<file path="src/rtl/cpu_seq_alu.sv">
// Sequencer and ALU for the 8-bit accumulator CPU; optional `SEQ_PHASE_OUT_EN` exposes the phase register.
// Latency: ALU and strobes are combinational off the phase register; one instruction spans exactly 8 clocks.
// Backpressure: none; the phase counter free-runs except when parked at phase 4 by HLT.
module cpu_seq_alu #(
    parameter int WIDTH = 8
) (
    input  logic             clk,
    input  logic             rst_n,
    input  logic [2:0]       opcode,
    input  logic [WIDTH-1:0] data,
    input  logic [WIDTH-1:0] accum,
    output logic [WIDTH-1:0] alu_out,
    output logic             zero,
    output logic             sel,
    output logic             rd,
    output logic             wr,
    output logic             ld_ir,
    output logic             ld_ac,
    output logic             ld_pc,
    output logic             inc_pc,
    output logic             halt,
`ifdef SEQ_PHASE_OUT_EN
    output logic             data_e,
    output logic [2:0]       phase
`else
    output logic             data_e
`endif
);

    localparam logic [2:0] OP_HLT = 3'd0;
    localparam logic [2:0] OP_SKZ = 3'd1;
    localparam logic [2:0] OP_ADD = 3'd2;
    localparam logic [2:0] OP_AND = 3'd3;
    localparam logic [2:0] OP_XOR = 3'd4;
    localparam logic [2:0] OP_LDA = 3'd5;
    localparam logic [2:0] OP_STO = 3'd6;
    localparam logic [2:0] OP_JMP = 3'd7;

    localparam logic [2:0] PH_INST_ADDR  = 3'd0;
    localparam logic [2:0] PH_INST_FETCH = 3'd1;
    localparam logic [2:0] PH_INST_LOAD  = 3'd2;
    localparam logic [2:0] PH_IDLE       = 3'd3;
    localparam logic [2:0] PH_OP_ADDR    = 3'd4;
    localparam logic [2:0] PH_OP_FETCH   = 3'd5;
    localparam logic [2:0] PH_ALU_OP     = 3'd6;
    localparam logic [2:0] PH_STORE      = 3'd7;

    logic [2:0] phase_q;
    logic [2:0] phase_d;
    logic       aluop;
    logic       is_hlt;

    assign is_hlt = (opcode == OP_HLT);
    assign aluop  = (opcode == OP_ADD) || (opcode == OP_AND) ||
                    (opcode == OP_XOR) || (opcode == OP_LDA);

    always_comb begin
        alu_out = accum;
        unique case (opcode)
            OP_ADD:  alu_out = data + accum;
            OP_AND:  alu_out = data & accum;
            OP_XOR:  alu_out = data ^ accum;
            OP_LDA:  alu_out = data;
            default: alu_out = accum;
        endcase
    end

    assign zero = (accum == '0);

    // HLT parks the counter at OP_ADDR; only reset releases it.
    always_comb begin
        phase_d = phase_q + 3'd1;
        if (phase_q == PH_OP_ADDR && is_hlt) begin
            phase_d = phase_q;
        end
    end

    always_ff @(posedge clk) begin
        if (!rst_n) begin
            phase_q <= PH_INST_ADDR;
        end else begin
            phase_q <= phase_d;
        end
    end

`ifdef SEQ_PHASE_OUT_EN
    assign phase = phase_q;
`endif

    always_comb begin
        sel    = 1'b0;
        rd     = 1'b0;
        wr     = 1'b0;
        ld_ir  = 1'b0;
        ld_ac  = 1'b0;
        ld_pc  = 1'b0;
        inc_pc = 1'b0;
        halt   = 1'b0;
        data_e = 1'b0;
        unique case (phase_q)
            PH_INST_ADDR: begin
                sel = 1'b1;
            end
            PH_INST_FETCH: begin
                sel = 1'b1;
                rd  = 1'b1;
            end
            PH_INST_LOAD, PH_IDLE: begin
                sel   = 1'b1;
                rd    = 1'b1;
                ld_ir = 1'b1;
            end
            PH_OP_ADDR: begin
                halt   = is_hlt;
                inc_pc = !is_hlt;
            end
            PH_OP_FETCH: begin
                rd = aluop;
            end
            PH_ALU_OP: begin
                rd     = aluop;
                inc_pc = (opcode == OP_SKZ) && zero;
                data_e = (opcode == OP_STO);
            end
            PH_STORE: begin
                rd     = aluop;
                ld_ac  = aluop;
                ld_pc  = (opcode == OP_JMP);
                wr     = (opcode == OP_STO);
                data_e = (opcode == OP_STO);
            end
            default: begin
                sel = 1'b0;
            end
        endcase
    end

endmodule

</file>
<file path="config.mk">
export PLATFORM = sky130hd
export DESIGN_NAME = cpu_seq_alu
export DESIGN_NICKNAME = d
export VERILOG_FILES = /design/src/rtl/cpu_seq_alu.sv
export SDC_FILE = /design/constraint.sdc
export NUM_CORES = 1
export LEC_CHECK = 0
export CAP_MARGIN = 20
export CORE_ASPECT_RATIO = 0.8
export CORE_MARGIN = 2
export CORE_UTILIZATION = 35
export DETAILED_ROUTE_END_ITERATION = 16
export GPL_ROUTABILITY_DRIVEN = 0
export HOLD_SLACK_MARGIN = 0.12
export PLACE_DENSITY = 0.77
export SKIP_LAST_GASP = 1
export SYNTH_ARGS = -nofsm -noshare
export SYNTH_HDL_FRONTEND = slang
export SYNTH_SLANG_ARGS = --single-unit
</file>
<file path="constraint.sdc">
create_clock -name clk -period 3.9 [get_ports clk]
set_input_delay 1.17 -clock clk [delete_from_list [all_inputs] [get_ports clk]]
set_output_delay 1.17 -clock clk [all_outputs]
set_load 0.01 [all_outputs]
</file>
==> run metrics, run 1 <==
1st-pass router iterations=4; Die Height=51.9 um; largest net degree at the start of global routing=21; post-synthesis instance total=139; Largest Register=phase_q; die width=63.8 um; H-Tree Depth=1; max FFs per register=3; Final Non-Filler Cells=245; Req. time, crit path=2.73 ns; Seq/Total Area, Yosys=5.99%; setup slack, reg-to-reg=2.41 ns; Clock Skew=0.00664 ns; Fillers=218; status=complete, but fails checks; Rel. slew slack=75.6%; ys flop type=dfxtp_1; Yosys cell types=40; Via density=5.45; synthesized area=1000 um^2; Final setup viols=1; die area=3310 um^2; RSZ-0062 raised after global routing=true; synth warn=0; post-synthesis mux area share=11.1%; placed cells=234; largest family of logic cells by synthesized area=compound AO/OA/AOI/OAI gates; CP Capture Type=output pin; vias in the first global route=1,350; Post-synth EDFFs=0; post-route total power=0.329 mW; Iter 0 DRT Violations=57; layout cells sized above 1=36.2%; # diodes=0; ranking of synthesized cells by area=ha_1 (17%), mux2i_1 (10%), dfxtp_1 (6.0%); Starting Density=36.5%; WP buf/inv=2; Clock Tree Buf Depth=2; Worst path max stage delay=0.37 ns; IR drop worst, VDD=131 uV; Crit path depth=9; Fmax achieved=256 MHz; Root Buffer=clkbuf_4; Design Area, Final=1800 um^2; first-pass GRT wire length=6200 um; WHS Endpoint=phase_q[1]; ratio of final minimum period to clock period=100%; top-area cell type share of the netlist area=17.5%; DR vias=1,335; syn_nets=175; count of input and output buffers=38; Slowest-stage cell, CP=fa_2; Post-synth top cells=nor2_1 (15), ha_1 (14), nand2_1 (11), mux2i_1 (10), o21ai_0 (10); Tot GR Track Use=23.5%; Slew Limit Fails=0; Crit Path Max Fanout=3; leakage power=0.806 nW; FF-to-FF Start=phase_q[0]; later-pin clock latency in the skew report=0.24 ns; Worst EP arrival=2.74 ns; area growth from synthesis to layout=79.2%; critical hold path startpoint=phase_q[1]; TritonCTS clock tree=done; cells on worst reg2reg path=6; slew at the pin with the worst max-slew slack=0.365 ns; Final Core Density=65.4%; Worst path top cell family by delay=compound AO/OA/AOI/OAI gates; Post-Synth Adder-Cell Area=19.5%; clock net sink count=3; startpoint types=primary input; cell row count=17; hold path depth=2; Synth Area in Simple Gates=22.5%; Hold Path Class=reg -> reg; Cell Area, Placed=1600 um^2; cts bufs inserted=3; failing checks=setup timing; I/O pin count=39; final wirelength=3990 um; Hold Vio Cnt, Final=0; CP cell instances=buf_8 -> ha_4 -> fa_2 -> a211oi_2 -> o21ai_1 -> a21oi_2 -> xor2_1 -> o31ai_2 -> buf_2; Post-DRT Antenna Nets=0; minimum clock period=3.91 ns; critical path type=in -> out; area leader, netlist=ha_1; post-synthesis compound-gate area fraction=30.1%; final worst slack=-0.0102 ns; Remaining Overflow, GRT=0; mean routed wirelength per cell=16.3 um; max_cap viols=0; FF-to-FF End=phase_q[0]; FF+latch count, synth=3; Post-Synth XOR/XNOR Area=5.24%; antenna violations before repair=0; # nets final=244; DRC Markers=0; pwr dens=183 nW/um^2; Post-Syn Area per Cell=7.21 um^2; most frequent cell after synthesis=nor2_1; Post-synth ARST share=0%; HPWL after DPL=2850 um; Worst-path clk slew=0.04 ns; Largest regs=phase_q (3); CORE AREA=2740 um^2
-- cells by family after synthesis --
family          count (synthesis)
compound gates                 43
xor+xnor                        6
fa+ha+maj                      15
buf+inv                        14
flops                           3
mux                            11
simple gates                   47
-- worst min-delay path, stage by stage (launching register included) --
cell and delay [ns]:
dfxtp_1 0.33, mux2i_1 0.16, nor2b_1 0.06
-- report_power, final --
part	leakage, nW	internal, mW	switching [mW]	total, mW
sequential	0.0248	0.0337	0.00408	0.0378
clock	0.0150	0.0385	0.0176	0.0560
combinational	0.766	0.121	0.115	0.235
-- metrics by stage --
step | setup WS [ns] | setup TNS (ns) | hold slack [ns]
after floorplan | 0.0622 | 0 | 0.535
after global placement | -0.865 | -6.62 | 0.558
after detailed placement | -0.980 | -7.28 | 0.611
after CTS | -0.0585 | -0.0585 | 0.607
after global routing | -0.0407 | -0.0799 | 0.632
final | -0.0102 | -0.0102 | 0.598
-- metal layers --
layer | wire length (um) | up-vias | GRT usage (%)
li1 | - | 642 | -
met1 | 1680 | 624 | 29.6
met2 | 2010 | 55 | 42.2
met3 | 191 | 14 | 1.95
met4 | 112 | 0 | 8.33
met5 | 0 | - | 0
-- placed cells by master, fill, tap and decap left out, types with 4 or more instances in the layout --
cell | synthesis | layout
clkdlybuf4s50_1 | 0 | 11
mux2i_1 | 10 | 10
ha_1 | 14 | 7
o21ai_0 | 10 | 9
inv_1 | 6 | 6
nand2_1 | 11 | 11
nor2b_1 | 5 | 4
nor3_1 | 7 | 5
a21oi_1 | 8 | 6
buf_2 | 3 | 8
buf_4 | 0 | 32
nor2_1 | 15 | 14
dlygate4sd2_1 | 0 | 12
xor2_1 | 4 | 4
ha_4 | 0 | 7
-- worst max path at each step --
stage / slack, ns / start / endpoint
after CTS: -0.06 / accum[0] / alu_out[6]
after detailed placement: -0.98 / data[0] / alu_out[6]
after global placement: -0.87 / data[0] / alu_out[6]
after floorplan: 0.06 / data[0] / alu_out[4]
after global routing: -0.04 / data[0] / alu_out[6]
final: -0.01 / data[0] / alu_out[6]
-- repair_timing --
item / 4_1_cts / 5_1_grt
pin swaps: 17 / 12
gates resized for setup: 79 / 15
buffers inserted: 5 / 3
hold buffers: 0 / 0
endpoints found under the setup margin: 14 / 8
-- final cells by class --
class                      instances  area, um^2  area share, %
multi-input combinational        122        1050           58.3
timing repair buffer              72         592           33.0
sequential                         3        60.1           3.34
tap                               38        47.5           2.65
clock buffer                       4        26.3           1.46
inverter                           6        22.5           1.25
Note: power is estimated with default switching activity, not from simulation.
==> run 2, diff against run 1 <==
Settings changed: ABC_CLOCK_PERIOD_IN_PS from default to 3900, CORE_MARGIN 2 to default.
==> run 2 against run 1 <==
The run still ends with setup timing left; setup slack lost 0.023 ns; final area is the same; final cell count is the same; flip-flop and latch count is the same; clock skew grew 0.0038 ns; largest cell class unchanged.
==> run metrics, run 2 (same netlist as run 1, synthesis figures left out) <==
slew at the pin with the worst max-slew slack=0.385 ns; RSZ-0062 raised after global routing=true; clock power share=16.7%; max_cap viols=0; # diodes=0; Crit Path Max Fanout=3; minimum clock period=3.93 ns; register area=60.1 um^2; mean routed wirelength per cell=16.2 um; antenna violations before repair=0; Comb pwr share=71.7%; later-pin clock latency in the skew report=0.23 ns; Slowest-stage cell, CP=fa_2; DRC Markers=0; Placement Setup Slack=-0.912 ns; 1st-pass router iterations=4; FF-to-FF Start=phase_q[0]; failing checks=setup timing; Worst-path clk slew=0.04 ns; area growth from synthesis to layout=79.2%; grt peak-use layer=met2; Remaining Overflow, GRT=0; final wirelength=3970 um; final worst slack=-0.0335 ns; max FFs per register=3; TritonCTS clock tree=done; largest net degree at the start of global routing=12; count of input and output buffers=38; Hold Path Class=reg -> reg; first-pass GRT wire length=5940 um; CORE AREA=2580 um^2; Req. time, crit path=2.73 ns; P_int=0.196 mW; commonest non-fill, non-tap cell in the layout=buf_4; DR vias=1,360; Flop pwr share=11.6%; CP cell instances=buf_8 -> ha_4 -> fa_2 -> a211oi_2 -> o21ai_1 -> a21oi_1 -> xor2_1 -> o31ai_2 -> buf_2; CP Capture Type=output pin; Final Core Density=69.5%; cell row count=16; FF-to-FF End=phase_q[0]; cells on worst reg2reg path=6; layout cells sized above 1=35.9%; Final setup viols=2; Hold Vio Cnt, Final=0; setup slack, reg-to-reg=2.39 ns; Design Area, Final=1800 um^2; Critical Path Sink=alu_out[6]; vias in the first global route=1,320; crit path from=data[0]; Worst path max stage delay=0.36 ns; cts bufs inserted=3; Clock Skew=0.0105 ns; Slew Limit Fails=0; Largest Register=phase_q; Fmax achieved=254 MHz; startpoint types=primary input; IR drop worst, VDD=234 uV; Fillers=185; Worst EP arrival=2.76 ns; status=complete, but fails checks; met3 usage=4.20%; pwr dens=184 nW/um^2; Post-DRT Antenna Nets=0; GR Util met1=32.0%; Starting Density=38.8%; leakage power=0.819 nW; Via density=5.55; Tot GR Track Use=25.7%; Die Height=49.9 um; Cell Area, Placed=1640 um^2; Clock Tree Buf Depth=2; die area=3080 um^2; critical path type=in -> out; area of the multi-input gates=1020 um^2; ratio of final minimum period to clock period=101%; Rel. slew slack=74.3%; Iter 0 DRT Violations=70; Root Buffer=clkbuf_4; Sw Share=40.6%; HPWL after DPL=2800 um; # nets final=246; switching pwr=0.134 mW; die width=61.8 um; met2 usage=44.3%; Largest regs=phase_q (3); final setup TNS=-0.0377 ns; H-Tree Depth=1; most frequent cells in the layout=buf_4 (34), nor2_1 (13), clkdlybuf4s50_1 (13); hold_buf cts=0; clock net sink count=3; I/O pin count=39
-- run 2: final cells by class --
class | count | area share [%]
Multi-Input combinational cell | 122 | 57.1
Clock buffer | 4 | 1.46
Timing Repair Buffer | 74 | 34.4
Sequential cell | 3 | 3.34
Tap cell | 36 | 2.51
Inverter | 6 | 1.25
-- run 2: routing by layer --
layer  wire, um  vias up  share of wire, %
met5          0        -                 0
met4         64        0               1.6
met3        220        8               5.5
met2       2040       61                51
met1       1650      643                42
li1           -      648                 -
-- run 2: power groups by stage --
stage	clock network, mW	logic, mW	registers (mW)
6_report	0.0551	0.237	0.0384
5_1_grt	0.0607	0.253	0.0388
4_1_cts	0.0549	0.218	0.0377
3_5_place_dp	0	0.213	0.0382
3_3_place_gp	0	0.206	0.0378
2_1_floorplan	0	0.111	0.0370
-- run 2: what timing repair did --
| item | CTS | global route |
|---|---|---|
| buffers inserted | 1 | 4 |
| resized for setup | 72 | 22 |
| pin swaps | 19 | 11 |
| endpoints found under the setup margin | 16 | 10 |
-- run 2: worst min path at each step --
stage	start	endpoint	slack (ns)	depth (start not counted)
floorplan	phase_q[1]	phase_q[1]	0.53	2
global placement	phase_q[1]	phase_q[1]	0.56	2
detailed placement	phase_q[1]	phase_q[1]	0.57	2
CTS	phase_q[1]	phase_q[1]	0.57	2
global route	phase_q[1]	phase_q[1]	0.65	2
finish	phase_q[1]	phase_q[1]	0.62	2
-- run 2: worst max-delay path: cells and delay by family --
kind	cells	cell delay [ns]
fa+ha+maj	2	0.51
buf+inv	2	0.27
xor+xnor	1	0.12
compound gates	4	0.69
-- run 2: through the flow --
| stage | hold WS [ns] | instances | total power [mW] |
|---|---|---|---|
| 6_report | 0.616 | 245 | 0.331 |
| 5_1_grt | 0.652 | 245 | 0.353 |
| 4_1_cts | 0.571 | 241 | 0.310 |
| 3_5_place_dp | 0.566 | 236 | 0.251 |
| 3_3_place_gp | 0.562 | 236 | 0.244 |
| 2_1_floorplan | 0.535 | 139 | 0.148 |
